## config.mk

```make
export PLATFORM = sky130hd
export DESIGN_NAME = intersection_controller
export DESIGN_NICKNAME = d
export VERILOG_FILES = /design/src/rtl/intersection_pkg.sv /design/src/rtl/traffic_memory.sv /design/src/rtl/intersection_controller.sv
export SDC_FILE = /design/constraint.sdc
export NUM_CORES = 1
export LEC_CHECK = 0
export BUFFER_PORTS_ARGS = -buffer_cell sky130_fd_sc_hd__clkbuf_2
export CAP_MARGIN = 30
export CORE_MARGIN = 10
export CORE_UTILIZATION = 31
export CTS_CLUSTER_SIZE = 12
export DETAILED_ROUTE_END_ITERATION = 6
export PLACE_DENSITY = 0.42
export SYNTH_ARGS = -nofsm -noshare
export SYNTH_HDL_FRONTEND = slang
export SYNTH_HIERARCHICAL = 1
export SYNTH_SLANG_ARGS = --single-unit
```

## constraint.sdc

```tcl
create_clock -name clock -period 3.28 [get_ports clock]
set_clock_uncertainty 0.2 [all_clocks]
set_input_delay 0.164 -clock clock [delete_from_list [all_inputs] [get_ports clock]]
set_output_delay 0.164 -clock clock [all_outputs]
set_load 0.005 [all_outputs]
```

## src/rtl/intersection_pkg.sv

```systemverilog
// Shared types and constants for the intersection controller.
package intersection_pkg;

    typedef enum logic [2:0] {
        ALLRED_H,
        H_GREEN,
        H_YELLOW,
        ALLRED_V,
        V_GREEN,
        V_YELLOW,
        POLICE
    } state_e;

    // Vehicle heads are {red,yellow,green}; pedestrian heads are {dont_walk,walk}.
    localparam logic [2:0] LED_RED       = 3'b100;
    localparam logic [2:0] LED_YELLOW    = 3'b010;
    localparam logic [2:0] LED_GREEN     = 3'b001;
    localparam logic [1:0] PED_DONT_WALK = 2'b10;
    localparam logic [1:0] PED_WALK      = 2'b01;

    localparam int unsigned YELLOW_CYCLES = 3;
    localparam int unsigned ALLRED_CYCLES = 1;
    localparam int unsigned MIN_GREEN     = 4;
    localparam int unsigned MEM_DEPTH     = 128;

endpackage

```

## src/rtl/traffic_memory.sv

```systemverilog
// Two-bank 128x4 traffic-count RAM: both banks written together, one bank read
// into a registered output that holds while no read is requested.
module traffic_memory
    import intersection_pkg::*;
(
    input  logic       clk_i,
    input  logic       rst_i,
    input  logic       we_i,
    input  logic       re_i,
    input  logic [6:0] addr_i,
    input  logic [3:0] wdata0_i,
    input  logic [3:0] wdata1_i,
    input  logic       bank_i,
    output logic [3:0] rdata_o
);

    logic [3:0] mem0_q [MEM_DEPTH];
    logic [3:0] mem1_q [MEM_DEPTH];
    logic [3:0] rdata_q;

    // Contents are deliberately left unreset.
    always_ff @(posedge clk_i) begin
        if (we_i) begin
            mem0_q[addr_i] <= wdata0_i;
            mem1_q[addr_i] <= wdata1_i;
        end
    end

    always_ff @(posedge clk_i) begin
        if (rst_i) begin
            rdata_q <= '0;
        end else if (re_i) begin
            rdata_q <= bank_i ? mem1_q[addr_i] : mem0_q[addr_i];
        end
    end

    assign rdata_o = rdata_q;

endmodule

```

## src/rtl/intersection_controller.sv

```systemverilog
// Two-street intersection sequencer with load-scaled green, pedestrian
// truncation, police all-stop override and a two-bank traffic-count memory.
module intersection_controller
    import intersection_pkg::*;
(
    input  logic       clock,
    input  logic       reset,
    input  logic       police_Interrupt,
    input  logic       pedestrian_Hori_Street_Interrupt,
    input  logic       pedestrian_Vert_Street_Interrupt,
    input  logic [3:0] traffic_Street_0,
    input  logic [3:0] traffic_Street_1,
    input  logic       read_Write,
    input  logic       memory_Enable,
    input  logic [6:0] address,
    input  logic       street,
    output logic [3:0] traffic_Street,
    output logic [2:0] led_North,
    output logic [2:0] led_South,
    output logic [2:0] led_West,
    output logic [2:0] led_East,
    output logic [1:0] led_Hori_North_East,
    output logic [1:0] led_Hori_North_West,
    output logic [1:0] led_Hori_South_East,
    output logic [1:0] led_Hori_South_West,
    output logic [1:0] led_Vert_North_East,
    output logic [1:0] led_Vert_North_West,
    output logic [1:0] led_Vert_South_East,
    output logic [1:0] led_Vert_South_West
);

    state_e     state_q, state_d;
    logic [4:0] cnt_q, cnt_d;
    logic [4:0] dur_q, dur_d;
    logic       req_h_q, req_h_d;
    logic       req_v_q, req_v_d;
    logic       req_h_now, req_v_now;
    logic [2:0] veh_ns, veh_we;
    logic [1:0] ped_hori, ped_vert;

    always_ff @(posedge clock) begin
        if (reset) begin
            state_q <= ALLRED_H;
            cnt_q   <= '0;
            dur_q   <= 5'(MIN_GREEN);
            req_h_q <= 1'b0;
            req_v_q <= 1'b0;
        end else begin
            state_q <= state_d;
            cnt_q   <= cnt_d;
            dur_q   <= dur_d;
            req_h_q <= req_h_d;
            req_v_q <= req_v_d;
        end
    end

    // A button pulse counts in the same cycle it arrives, so an eligible green
    // ends on the very next edge rather than one cycle after the latch.
    always_comb begin
        state_d   = state_q;
        dur_d     = dur_q;
        req_h_now = req_h_q | pedestrian_Hori_Street_Interrupt;
        req_v_now = req_v_q | pedestrian_Vert_Street_Interrupt;

        if (police_Interrupt) begin
            state_d = POLICE;
        end else begin
            case (state_q)
                ALLRED_H: if (cnt_q == 5'(ALLRED_CYCLES - 1)) state_d = H_GREEN;
                H_GREEN:  if ((cnt_q == dur_q - 5'd1) ||
                              (req_h_now && cnt_q >= 5'(MIN_GREEN - 1))) state_d = H_YELLOW;
                H_YELLOW: if (cnt_q == 5'(YELLOW_CYCLES - 1)) state_d = ALLRED_V;
                ALLRED_V: if (cnt_q == 5'(ALLRED_CYCLES - 1)) state_d = V_GREEN;
                V_GREEN:  if ((cnt_q == dur_q - 5'd1) ||
                              (req_v_now && cnt_q >= 5'(MIN_GREEN - 1))) state_d = V_YELLOW;
                V_YELLOW: if (cnt_q == 5'(YELLOW_CYCLES - 1)) state_d = ALLRED_H;
                default:  state_d = ALLRED_H;
            endcase
        end

        if (state_d == H_GREEN && state_q != H_GREEN) begin
            dur_d = 5'(MIN_GREEN) + {1'b0, traffic_Street_0};
        end else if (state_d == V_GREEN && state_q != V_GREEN) begin
            dur_d = 5'(MIN_GREEN) + {1'b0, traffic_Street_1};
        end

        // Counter saturates so a long police hold cannot wrap it.
        if (state_d != state_q) begin
            cnt_d = '0;
        end else if (cnt_q == '1) begin
            cnt_d = cnt_q;
        end else begin
            cnt_d = cnt_q + 5'd1;
        end

        req_h_d = pedestrian_Hori_Street_Interrupt |
                  (req_h_q & ~(state_d == V_GREEN && state_q != V_GREEN));
        req_v_d = pedestrian_Vert_Street_Interrupt |
                  (req_v_q & ~(state_d == H_GREEN && state_q != H_GREEN));
    end

    always_comb begin
        veh_ns   = LED_RED;
        veh_we   = LED_RED;
        ped_hori = PED_DONT_WALK;
        ped_vert = PED_DONT_WALK;
        case (state_q)
            H_GREEN: begin
                veh_we   = LED_GREEN;
                ped_vert = PED_WALK;
            end
            H_YELLOW: veh_we = LED_YELLOW;
            V_GREEN: begin
                veh_ns   = LED_GREEN;
                ped_hori = PED_WALK;
            end
            V_YELLOW: veh_ns = LED_YELLOW;
            default: ;
        endcase
    end

    assign led_North           = veh_ns;
    assign led_South           = veh_ns;
    assign led_West            = veh_we;
    assign led_East            = veh_we;
    assign led_Hori_North_East = ped_hori;
    assign led_Hori_North_West = ped_hori;
    assign led_Hori_South_East = ped_hori;
    assign led_Hori_South_West = ped_hori;
    assign led_Vert_North_East = ped_vert;
    assign led_Vert_North_West = ped_vert;
    assign led_Vert_South_East = ped_vert;
    assign led_Vert_South_West = ped_vert;

    traffic_memory u_mem (
        .clk_i    (clock),
        .rst_i    (reset),
        .we_i     (memory_Enable & read_Write),
        .re_i     (memory_Enable & ~read_Write),
        .addr_i   (address),
        .wdata0_i (traffic_Street_0),
        .wdata1_i (traffic_Street_1),
        .bank_i   (street),
        .rdata_o  (traffic_Street)
    );

endmodule

```

**Word-level counts from Yosys, hierarchy flattened**

Memory sizes are Yosys's and may differ from the RTL's.
Index checks and enable logic that the tools add are counted.

- Bitwise operators: 11
- Divide/modulo/power cells: 0
- Multipliers: 0
- Muxes and demuxes: 17
- Magnitude comparators: 1
- Reduce and logical (&&, ||, !) cells: 10
- Equal/unequal tests: 13
- $add $sub $neg: 4
- Shift-type cells: 0

Operator list:

| kind | count |
|---|---|
| 3-bit 2-to-1 mux | 7 |
| 3-bit case mux with 6 select lines | 1 |
| 3-bit case mux with 2 select lines | 2 |
| 3-bit by 4-bit adder with 5-bit output (first input constant) | 2 |
| 5-bit 2-to-1 mux | 2 |
| 3-bit equality test (second input constant) | 3 |
| 3-bit by 1-bit equality test with 1-bit output (second input constant) | 2 |
| 3-bit by 2-bit equality test with 1-bit output (second input constant) | 2 |
| 5-bit by 1-bit adder with 5-bit output (second input constant) | 1 |
| 5-bit by 2-bit equality test with 1-bit output (second input constant) | 1 |
| 5-bit equality test | 1 |
| 5-bit equality test (second input constant) | 1 |
| 5-bit by 2-bit greater-or-equal comparator with 1-bit output (second input constant) | 1 |
| 5-bit logical NOT | 1 |
| 5-bit by 1-bit subtractor with 5-bit output (second input constant) | 1 |
| 1-bit AND | 4 |
| 1-bit logical AND | 4 |
| 2-bit 2-to-1 mux | 2 |
| 4-bit 2-to-1 mux | 1 |
| 1-bit bitwise OR | 4 |
| 3-bit logical NOT | 1 |
| 3-bit by 1-bit != test with 1-bit output (second input constant) | 1 |
| 3-bit != test | 1 |
| 3-bit != test (second input constant) | 1 |
| 5 further kinds | 9 |

- Bits of input ports: 23
- Output and inout port bits: 32
- Latch bits: 0
- Bits in writable memories: 1,024
- Register bits: 19
- Memories: 2
- ROM bits: 0
- Logic and storage cells: 64

Memory list:

| memory | words | bits a word | rd ports | clocked after memory_dff | write ports | line | text |
|---|---|---|---|---|---|---|---|
| u_mem.mem0_q | 128 | 4 | 1 | 0 | 1 | traffic_memory.sv:17 | `logic [3:0] mem0_q [MEM_DEPTH];` |
| u_mem.mem1_q | 128 | 4 | 1 | 0 | 1 | traffic_memory.sv:18 | `logic [3:0] mem1_q [MEM_DEPTH];` |

**Longest topological paths before layout**

Gate-level depths: netlist (run 1).

- Word-level depth: 11
- Gate-level depth with buffers: 12
- Gate-level depth less buffers: 11

**Modules after synthesis**

Netlist (run 1), hierarchy kept.

Modules (own cells, without submodules):

| module | times used | sequential area each (µm²) | cells an instance | area each (µm²) |
|---|---|---|---|---|
| traffic_memory | 1 | 30,829.6 | 2,350 | 40,605.2 |
| intersection_controller | 1 | 300.3 | 167 | 1,406.3 |

**Least setup slack after synthesis (run 1)**

Ideal clock, no wire load.

- Path type: flip-flop to flip-flop
- Start point: register cnt_q[0]
- End point: register dur_q[3]
- Arrival time: 2.481 ns
- Slack: 0.480 ns
- Data required time: 2.961 ns
- Clock period less this slack: 2.800 ns
- Buffers on the path: 1
- Cell stages (with the launch flop): 13
- Setup time: 0.119 ns
- Cell sequence: dfxtp_1 -> inv_1 -> ha_1 -> nor4b_2 -> o32ai_1 -> nor2_1 -> o32a_1 -> buf_6 -> nor2_2 -> mux2_1 -> ha_1 -> nand2_1 -> mux2i_1

- Word-level cells in the longest chain between the ends: 9
- Elaborated cells on any way between the ends: 22
- Those cells by class: order compare: 1; eq/ne: 4; mux: 9; reduce/logical: 8

RTL lines:

| element | line | text |
|---|---|---|
| from (decl) | intersection_controller.sv:33 | `logic [4:0] cnt_q, cnt_d;` |
| from (signal assigned) | intersection_controller.sv:50 | `cnt_q <= cnt_d;` |
| 5-bit by 2-bit greater-or-equal comparator with 1-bit output | intersection_controller.sv:71, intersection_controller.sv:75 |  |
| 1-bit logical AND, on equally long branches | intersection_controller.sv:75, intersection_controller.sv:71 |  |
| 1-bit logical OR, on equally long branches | intersection_controller.sv:74, intersection_controller.sv:70 |  |
| 3-bit 2-to-1 mux, on equally long branches | intersection_controller.sv:74, intersection_controller.sv:70 |  |
| 3-bit case mux with 6 select lines * | intersection_controller.sv:68 | `case (state_q)` |
| 3-bit 2-to-1 mux * | intersection_controller.sv:65 | `if (police_Interrupt) begin` |
| 3-bit by 1-bit equality test with 1-bit output * | intersection_controller.sv:81 | `if (state_d == H_GREEN && state_q != H_GREEN) begin` |
| 1-bit logical AND * | intersection_controller.sv:81 |  |
| 5-bit 2-to-1 mux * | intersection_controller.sv:81 |  |
| via dur_d[3] | intersection_controller.sv:34 | `logic [4:0] dur_q, dur_d;` |
| to (signal assigned) | intersection_controller.sv:45 | `dur_q <= 5'(MIN_GREEN);` |
| to (signal assigned) | intersection_controller.sv:51 | `dur_q <= dur_d;` |
| to (decl) | intersection_controller.sv:34 |  |

Mark *: on every way through the listed nets, which the timed path passes. The rest lies on a longest branch.
A chain may end at the register's enable or synchronous reset.

**Worst setup path after layout (run 1)**

- Start point: register cnt_q[0]
- End point: register req_v_q

- Word-level cells in the longest chain between the ends: 11
- Elaborated cells on any way between the ends: 21
- Those cells by class: order compare: 1; eq/ne: 3; mux: 8; bitwise: 3; reduce/logical: 6

RTL lines:

| element | line | text |
|---|---|---|
| 5-bit by 2-bit greater-or-equal comparator with 1-bit output | intersection_controller.sv:71, intersection_controller.sv:75 |  |
| 1-bit logical AND, on equally long branches | intersection_controller.sv:75, intersection_controller.sv:71 |  |
| 1-bit logical OR, on equally long branches | intersection_controller.sv:74, intersection_controller.sv:70 |  |
| 3-bit 2-to-1 mux, on equally long branches | intersection_controller.sv:74, intersection_controller.sv:70 |  |
| 3-bit case mux with 6 select lines * | intersection_controller.sv:68 |  |
| 3-bit 2-to-1 mux * | intersection_controller.sv:65 |  |
| 3-bit by 1-bit equality test with 1-bit output * | intersection_controller.sv:99 | `(req_v_q & ~(state_d == H_GREEN && state_q != H_GREEN));` |
| 1-bit logical AND * | intersection_controller.sv:99 |  |
| 1-bit NOT * | intersection_controller.sv:99 |  |
| 1-bit AND * | intersection_controller.sv:99 |  |
| 1-bit bitwise OR * | intersection_controller.sv:98 | `req_v_d = pedestrian_Vert_Street_Interrupt \|` |
| to (signal assigned) | intersection_controller.sv:53 | `req_v_q <= req_v_d;` |
| to (decl) | intersection_controller.sv:36 | `logic req_v_q, req_v_d;` |

Mark *: on every way between the ends. The rest lies on a longest branch, timed or not.

==> results of run 1 <==
[how the worst max path moves through the flow]
| stage | from | depth (start not counted) | slack [ps] | end |
|---|---|---|---|---|
| 6_report | cnt_q[0]$_SDFFE_PP0P_ | 10 | 250 | req_v_q$_SDFF_PP0_ |
| 4_1_cts | cnt_q[0]$_SDFFE_PP0P_ | 10 | 200 | req_v_q$_SDFF_PP0_ |
| 2_1_floorplan | cnt_q[0]$_SDFFE_PP0P_ | 12 | 480 | dur_q[3]$_SDFFE_PP0P_ |
| 3_3_place_gp | address[1] | 10 | -350 | u_mem/rdata_o[1]$_SDFFE_PP0P_ |
| 3_5_place_dp | address[2] | 11 | -270 | u_mem/rdata_o[0]$_SDFFE_PP0P_ |
| 5_1_grt | cnt_q[0]$_SDFFE_PP0P_ | 10 | 30 | req_v_q$_SDFF_PP0_ |
[flip-flops by register name, indices dropped and copies added, names as in the netlist]
signal	count
req_v_q	1
u_mem/mem0_q	512
dur_q	5
u_mem/mem1_q	512
u_mem/rdata_o	4
req_h_q	1
cnt_q	5
state_q	3
[final cells by class]
class	count	share of cell area
timing repair buffer	468	0.0798
inverter	21	0.00155
multi-input combinational	1262	0.190
clock buffer	134	0.0578
sequential	1043	0.614
clock inverter	65	0.0129
tap	1781	0.0440
[stage by stage]
step	std cells	util	setup TNS [ps]
6_report	4774	0.375	0
5_1_grt	4774	0.375	0
4_1_cts	4774	0.375	0
3_5_place_dp	4556	0.347	-275
3_3_place_gp	4555	0.347	-677
2_1_floorplan	2517	-	0
[kinds of logic (layout without fill, tap and decap cells)]
kind of cell             count (synthesis)  in the layout  synth area share
adder cells (fa/ha/maj)                  6              6           0.00179
AO/OA/AOI/OAI                          582            582             0.107
XOR/XNOR                                 9              9           0.00188
AND/OR/NAND/NOR                        411            411            0.0467
buffers and inverters                  212            688            0.0309
multiplexers                           254            254            0.0710
flip-flops                            1043           1043             0.741
[tightest hold or removal path: cells and delay by family]
family        cells  cell delay (ps)
buf+inv           2              600
simple gates      1              100
[cell usage in the layout (no fill, tap or decap), types with 13 or more instances in the layout]
cell type	instances
a211oi_1	20
mux2_2	99
nor3_1	16
bufinv_16	13
mux2i_1	122
o21ai_0	58
clkinv_1	26
inv_1	19
a21oi_1	77
nor2_1	189
dlygate4sd3_1	19
clkbuf_1	20
clkbuf_2	43
clkbuf_16	114
dfxtp_1	19
nand2_1	91
mux4_2	23
a22oi_1	103
o211ai_1	15
o2bb2ai_1	34
a221oi_1	86
nand3_1	21
a31oi_1	17
buf_12	46
buf_4	356
o2111ai_1	13
a221o_1	33
a22o_1	24
nand4_1	14
clkinv_2	17
edfxtp_1	1024
[report_power, final]
group	switching [W]	total, W	internal, W	leakage, nW
Combinational	0.00145	0.00218	0.000730	5.74
Clock	0.00529	0.0126	0.00732	1.74
Sequential	0.0000368	0.0147	0.0147	9.36
[metal layers]
metal	wire, µm	GRT usage
met4	4640	0.0645
met5	21	0
met1	68600	0.279
met2	69700	0.308
met3	10400	0.0333
[what timing repair did]
| action | in CTS | in global routing |
|---|---|---|
| gates resized for setup | 0 | 2 |
| endpoints found under the hold margin | 440 | 0 |
| hold buffers | 19 | 0 |
| endpoints found under the setup margin | 0 | 3 |
==> impl_metrics.toml, run 1 <==
[status]
status = "finished, final reports clean"

[yosys]
synth_most_common_cell = "edfxtp_1"
synth_seq_cells = 1043
yosysTopAreaCellShare = 0.732
synth_warnings = 6
syn-num-nets = 2546
async_flop_share = 0
yosysSeqAreaShare = 0.741
synthTopCellsByCount = "1024 x edfxtp_1, 189 x nor2_1, 122 x mux2i_1"
syn_area_per_cell_um2 = 16.7
synthCells = 2517
synth_cell_types = 93
synth_flop_cell = "edfxtp_1"
synthTopCellsByArea = "edfxtp_1 73%, mux2i_1 2.9%, mux2_2 2.7%, a22oi_1 1.8%, a221oi_1 1.8%"
syn_area_mm2 = 0.0420
synth_edf_count = 1024
yosysTopAreaCell = "edfxtp_1"

[floorplan]
num_rows = 135
die_h_um = 388
die_x_um = 388
dieArea_mm2 = 0.151
num_io_pins = 55
core-area_mm2 = 0.135
start_util = 0.311

[clock_tree]
cts_sinks = 1043
clkSlewWorstSetupHoldPaths_ps = 60
cts_buffer_depth = 3
clock_latency_ps = 740
cts_tree = "yes"
root_buffer = "clkbuf_16"
htree_levels = 3
cts_setup_buffers = 0
cts_buffers = 113

[grt]
gr-total-overflow = 0
grt_util_all_layers = 0.198
grt_max_degree = 88
antenna_found_initial = 3
grt_pass1_wl_mm = 213
grt_pass1_vias = 26100

[final_layout]
regArea_mm2 = 0.0311
fillers = 12600
syn2layout_area_growth_pct = 20.7
drive_gt1_frac = 0.258
finalNetCount = 2938
multi_input_area_mm2 = 0.00963
design_area_mm2 = 0.0507
diodes = 0

[drt]
drc = 0
vias_per_cell = 5.46
drtIter0Drc = 2713
routed_wirelength_mm = 153
wl_per_cell_um = 32.1
vias = 26100
final_antenna_net_count = 0
first_pass_iters = 6

[timing]
hold_viol_final = 0
min_period_over_period = 0.923
fin_ws_ps = 253
rsz0062_at_grt = "false"
whs_ps = 114
setup_viol = 0
slew_viol_final = 0
clock.fmax_ghz = 0.330
layout_min_cycle_time_ps = 3030
tightestPinTransition_ps = 1030
relSlewSlack = 0.298

[setup_path]
crit_path_start_kind = "flip-flop"
cp-end-kind = "flip-flop"
slowest_delay_ps = 570
r2r_slack_ps = 250
cp.arrival_ps = 3420
cp_slowest_cell = "dlygate4sd3_1"
critPathBufInv = 3
cp_max_fo = 8
rr_startpoint = "cnt_q[0]$_SDFFE_PP0P_"
critical_path_class = "flip-flop to flip-flop"
path_delay_family = "buffers and inverters"
path_cells = "inv_1, ha_1, nor4b_2, o32ai_2, nor2_1, o32a_1, buf_4, o21ai_1, a21oi_1, dlygate4sd3_1"
cp.required_ps = 3670
r2r-end = "req_v_q$_SDFF_PP0_"
reg2reg_depth = 10

[flow_run]
maxCapViolCount = 0

[power]
peakVddDrop_uv = 409
power-per-cell-area_mw_per_mm2 = 582
fin_total_pwr_w = 0.0295
p_leak_nw = 16.8

[placed_design]
placed_area_mm2 = 0.0469
place_congestion = 0.878
portBuffers = 54
hpwlAfterDp_mm = 102
dp_slack_ps = -275

[hold_path]
hold_start = "address[2]"
hold_path_depth = 3
whs_endpoint = "u_mem/mem0_q[122][3]$_DFFE_PP_"
hold_class = "input port to flip-flop"
No activity file was read; power rests on OpenSTA's default activity.
==> inputs of run 2 (changes only) <==
- SYNTH_HIERARCHICAL: 1 -> not set
==> run 2 against run 1 <==
Flip-flop and latch count unchanged. Register-to-register slack got worse by 200 ps. Design area decreased by 2.9%. Non-clock buffer count is 19 lower. Area after synthesis is 2.9% lower. Die area decreased by 2.8%. Clock power down 5%. Critical path depth down 1. Critical endpoint is now u_mem.rdata_o[2]$_SDFFE_PP0P_. Count of clock-buffer cells in the layout grew 10. Largest power group unchanged. Maximum frequency shrank 7.2%.
==> impl_metrics.toml, run 2 <==
[status]
status = "finished, final reports clean"

[floorplan]
start_util = 0.311
die_x_um = 383
num_io_pins = 55
die_h_um = 383
dieArea_mm2 = 0.146
core-area_mm2 = 0.131
num_rows = 133

[setup_path]
cp.required_ps = 3730
critical_path_class = "input port to flip-flop"
cp_max_fo = 10
cp-end-kind = "flip-flop"
cp.arrival_ps = 3710
crit_path_start_kind = "input port"
path_cells = "dlygate4sd3_1, clkbuf_2, buf_4, nand3_1, o21ai_0, or4_1, nand2_1, a32oi_1, dlygate4sd3_1"
crit_top_cell = "dlygate4sd3_1"
cp_slowest_cell = "o21ai_0"
slowest_delay_ps = 790

[yosys]
synthTopCellsByArea = "edfxtp_1 75%, a22oi_1 2.8%, a221oi_1 1.9%, nor2_1 1.9%, mux2i_1 1.9%"
synth_edf_count = 1024
synthTopCellsByCount = "1024 x edfxtp_1, 209 x nor2_1, 154 x a22oi_1"
synthCells = 2447
synth_seq_cells = 1043
syn_area_per_cell_um2 = 16.7
syn_area_mm2 = 0.0408
yosysTopAreaCell = "edfxtp_1"
syn-num-nets = 2476
synth_flop_cell = "edfxtp_1"
yosysTopAreaCellShare = 0.754
synth_cell_types = 79
synth_warnings = 0
synth_most_common_cell = "edfxtp_1"
async_flop_share = 0
yosysSeqAreaShare = 0.763

[timing]
hold_viol_final = 0
tns_ps = 0
tightestPinTransition_ps = 1020
min_period_over_period = 0.995
whs_ps = 118
clock.fmax_ghz = 0.307
setup_viol = 0
layout_min_cycle_time_ps = 3260
slew_viol_final = 0
relSlewSlack = 0.311

[drt]
wl_per_cell_um = 31.7
first_pass_iters = 6
drc = 0
vias = 25100
routed_wirelength_mm = 148
drtIter0Drc = 2821
final_antenna_net_count = 0
vias_per_cell = 5.40

[placed_design]
placed_area_mm2 = 0.0455
portBuffers = 54
hpwlAfterDp_mm = 97.0
place_congestion = 0.855

[hold_path]
hold_class = "input port to flip-flop"

[flow_run]
maxCapViolCount = 0

[clock_tree]
cts_tree = "yes"
root_buffer = "clkbuf_16"
cts_buffers = 110
cts_buffer_depth = 3
clock_latency_ps = 730
htree_levels = 3
cts_sinks = 1043
clkSlewWorstSetupHoldPaths_ps = 60

[final_layout]
drive_gt1_frac = 0.236
mostFrequentLayoutCells = "1024 x edfxtp_1, 338 x buf_4, 207 x nor2_1"
design_area_mm2 = 0.0492
syn2layout_area_growth_pct = 20.7
reg.largest.list = "u_mem.mem0_q x512, u_mem.mem1_q x512"
finalNetCount = 2847
mostFrequentLayoutCell = "edfxtp_1"
finish.utilization = 0.375

[grt]
grt_util_all_layers = 0.197
grt_max_degree = 79
grt_pass1_wl_mm = 205
gr-total-overflow = 0
grt_pass1_vias = 25300
antenna_found_initial = 7

[power]
peakVddDrop_uv = 376
p_leak_nw = 16.0
power-per-cell-area_mw_per_mm2 = 581
run 2: worst paths after layout:
kind,start,endpoint,slack [ps],cells past startpoint
setup reg to reg,u_mem.mem0_q[96][2]$_DFFE_PP_,u_mem.rdata_o[2]$_SDFFE_PP0P_,50,8
hold reg to reg,dur_q[4]$_SDFFE_PP0P_,dur_q[4]$_SDFFE_PP0P_,350,2
setup / recovery,address[6],u_mem.rdata_o[2]$_SDFFE_PP0P_,20,9
hold / removal,police_Interrupt,state_q[1]$_SDFF_PP0_,120,4
run 2: routing by layer:
layer / part of all wire / vias to the layer above / routed length [µm] / global-route usage
met5: 0.000047 / - / 7 / 0
met4: 0.031 / 2 / 4560 / 0.0660
met3: 0.079 / 203 / 11700 / 0.0433
met2: 0.46 / 1075 / 67400 / 0.308
met1: 0.43 / 13200 / 64100 / 0.270
li1: - / 10700 / - / -
run 2: final cells by class:
type / count / area [µm²]
Clock inverter: 50 / 445
Inverter: 19 / 71.3
Fill cell: 12300 / 81900
Multi-Input combinational cell: 1195 / 8610
Clock buffer: 144 / 2920
Timing Repair Buffer: 449 / 3830
Antenna cell: 2 / 5.00
Sequential cell: 1043 / 31100
Tap cell: 1755 / 2200
run 2: cell families (layout without fill, tap and decap cells):
group           count (synthesis)  count (layout)  share of synthesized area
compound gates                622             622                      0.114
xor+xnor                       10              10                    0.00215
fa+ha+maj                       6               6                    0.00184
buf+inv                       209             662                     0.0279
flops                        1043            1043                      0.763
mux                           163             163                     0.0482
other cells                     0               2                          0
simple gates                  394             394                     0.0426
run 2: where the power goes:
| part | internal [W] | leakage (nW) | switching, W |
|---|---|---|---|
| registers | 0.0147 | 9.36 | 0.0000317 |
| logic | 0.000621 | 5.02 | 0.00128 |
| clock network | 0.00684 | 1.64 | 0.00516 |
| total | 0.0221 | 16.0 | 0.00646 |
run 2: through the flow:
stage	setup WS, ps	std cells	power (W)
after floorplan	448	2447	0.0157
after global placement	-173	4433	0.0168
after detailed placement	-47.3	4434	0.0168
after CTS	33.8	4654	0.0288
after global routing	-7.53	4655	0.0294
final	17.4	4657	0.0286
run 2: worst max-delay path, delay by kind of cell:
family | cells | cell delay, ps
buffers and inverters | 4 | 1880
and+or+nand+nor | 3 | 650
AOI/OAI and AO/OA | 2 | 1000
run 2: timing repair:
action	in CTS	in global routing
endpoints found under the setup margin	0	2
hold buffers	26	0
hold endpoints to repair	375	0
buffers inserted	0	0
resized for setup	0	6
==> inputs of run 3 (changes only) <==
- BUFFER_PORTS_ARGS: -buffer_cell sky130_fd_sc_hd__clkbuf_2 -> not set
- CORE_MARGIN: 10 -> not set
- DONT_BUFFER_PORTS: not set -> 1
- clock period: 3.28 -> 3.5 ns (I/O delays scaled with it)
==> run 3 against run 2 <==
The flow now finishes with violations (setup timing). Worst setup slack got worse by 78 ps. Combinational power fell by 22%. Count of clock-buffer cells in the layout fell by 3. Critical path type unchanged. Flip-flop and latch count did not move. Highest routed layer unchanged. Critical endpoint is now u_mem.rdata_o[3]$_SDFFE_PP0P_. Routed wire length rose by 0.37%. Core utilization fell by 0.18 points.
==> impl_metrics.toml, run 3 (synthesis gave the netlist of run 2 again) <==
[grt]
gr-total-overflow = 0
grt_pass1_vias = 24800
grt_util_all_layers = 0.221
grt_pass1_wl_mm = 204
grt_max_degree = 167
antenna_found_initial = 12

[setup_path]
rr_startpoint = "u_mem.mem1_q[43][1]$_DFFE_PP_"
slowest_delay_ps = 910
path_cells = "nor2b_4, buf_4, a221o_1, a21oi_1, a311oi_1, a21oi_1, a221o_1, dlygate4sd3_1, a41oi_1"
r2r_slack_ps = 170
critical_path_class = "input port to flip-flop"
cp-startpoint = "address[0]"
reg2reg_depth = 9
cp-end-kind = "flip-flop"
path_delay_family = "compound AO/OA/AOI/OAI gates"
cp.required_ps = 3920
critPathBufInv = 2
crit_path_end = "u_mem.rdata_o[3]$_SDFFE_PP0P_"
crit_path_start_kind = "input port"
r2r-end = "u_mem.rdata_o[1]$_SDFFE_PP0P_"
cp.arrival_ps = 3980
cp_slowest_cell = "nor2b_4"
worstSetupPathDepth = 9
cp_max_fo = 166

[final_layout]
finalNetCount = 2711
drive_gt1_frac = 0.196
syn2layout_area_growth_pct = 19.0
mostFrequentLayoutCells = "1024 x edfxtp_1, 246 x buf_4, 207 x nor2_1"
multi_input_area_mm2 = 0.00859
fillers = 12100
mostFrequentLayoutCell = "edfxtp_1"
finish.utilization = 0.374
regArea_mm2 = 0.0311
reg.largest.list = "u_mem.mem0_q x512, u_mem.mem1_q x512"

[power]
p_leak_nw = 15.5
power_frac_clock = 0.443
power-per-cell-area_mw_per_mm2 = 565
comb_power_share = 0.054
peakVddDrop_uv = 350
power.switching_w = 0.00598
power_frac_seq = 0.502
switching_share = 0.218
internal_power_w = 0.0215

[drt]
vias = 24800
wl_per_cell_um = 32.8
drtIter0Drc = 2887
drc = 0
vias_per_cell = 5.48
final_antenna_net_count = 0
first_pass_iters = 6
routed_wirelength_mm = 148

[hold_path]
hold_start = "address[1]"
hold_class = "input port to flip-flop"

[timing]
layout_min_cycle_time_ps = 3560
tightestPinTransition_ps = 1030
clock.fmax_ghz = 0.281
setup_viol = 1
relSlewSlack = 0.313
fin_ws_ps = -60.2
slew_viol_final = 0
whs_ps = 7.28
min_period_over_period = 1.02
rsz0062_at_grt = "false"
hold_viol_final = 0

[clock_tree]
clock_latency_ps = 700
cts_tree = "yes"
cts_buffer_depth = 3
cts_sinks = 1043
cts_buffers = 114
cts_setup_buffers = 0
root_buffer = "clkbuf_16"
clkSlewWorstSetupHoldPaths_ps = 60
htree_levels = 3

[flow_run]
maxCapViolCount = 0

[floorplan]
num_rows = 132
start_util = 0.314
die_h_um = 365
dieArea_mm2 = 0.133
core-area_mm2 = 0.130
num_io_pins = 55
die_x_um = 365

[placed_design]
portBuffers = 0
place_congestion = 0.854
hpwlAfterDp_mm = 85.6

[status]
violations = "setup timing"
status = "finished with violations"
[run 3: cell types whose count changed in the layout (fill, tap and decap cells not counted), moves of 4 or more]
cell	change
buf_16	+8
clkbuf_1	-10
diode_2	+4
clkbuf_16	+7
clkbuf_2	-43
clkinv_1	+16
buf_12	-19
bufinv_16	+7
dlygate4sd3_1	+8
buf_4	-92
[run 3: power groups by stage]
stage | logic (W) | registers [W] | clock network (W)
floorplan | 0.000725 | 0.0140 | 0
finish | 0.00149 | 0.0138 | 0.0122
global placement | 0.00116 | 0.0140 | 0
detailed placement | 0.00116 | 0.0140 | 0
CTS | 0.00149 | 0.0138 | 0.0124
global route | 0.00155 | 0.0138 | 0.0128
[run 3: what timing repair did]
| item | CTS | global route |
|---|---|---|
| gates resized for setup | 0 | 1 |
| hold buffers | 42 | 0 |
| endpoints found under the hold margin | 1199 | 0 |
| setup endpoints to repair | 0 | 1 |
[run 3: worst register-to-register path, stage by stage, from the launching register on]
cell and delay [ps]:
edfxtp_1 350, mux2i_1 290, nor2_1 90, a21oi_1 270
o21ai_1 100, o221ai_1 260, o21ai_0 350, a2111o_1 500
a32o_1 250, dlygate4sd3_1 550
[run 3: final cells by class]
type | count | area share
sequential | 1043 | 0.641
multi-input combinational | 1195 | 0.177
clock buffer | 141 | 0.0630
timing repair buffer | 309 | 0.0581
tap | 1742 | 0.0449
clock inverter | 70 | 0.0140
inverter | 19 | 0.00147
antenna | 6 | 0.000309
[run 3: metrics by stage]
step	TNS [ps]	worst slack [ps]	instances	power, W	instance area, µm²
floorplan	0	668	2447	0.0148	40800
global placement	0	129	4265	0.0152	44200
detailed placement	0	104	4266	0.0152	44200
CTS	0	25.4	4519	0.0276	48500
global route	0	36.0	4519	0.0281	48500
finish	-60.2	-60.2	4525	0.0274	48500
[run 3: how the worst min path moves through the flow]
stage	endpoint	slack (ps)	cells after the start
6_report	u_mem.mem1_q[120][2]$_DFFE_PP_	7	3
5_1_grt	u_mem.mem0_q[120][2]$_DFFE_PP_	8	3
4_1_cts	u_mem.rdata_o[3]$_SDFFE_PP0P_	1	4
3_5_place_dp	req_h_q$_SDFF_PP0_	50	1
3_3_place_gp	req_v_q$_SDFF_PP0_	50	1
2_1_floorplan	u_mem.mem0_q[0][0]$_DFFE_PP_	70	0
[run 3: metal layers]
| layer | wire length, µm | vias up | track usage | part of all wire |
|---|---|---|---|---|
| li1 | - | 10400 | - | - |
| met5 | 27 | - | 0 | 0.00018 |
| met1 | 64800 | 13200 | 0.307 | 0.44 |
| met4 | 3100 | 4 | 0.0487 | 0.021 |
| met3 | 11000 | 192 | 0.0434 | 0.074 |
| met2 | 69400 | 1062 | 0.356 | 0.47 |
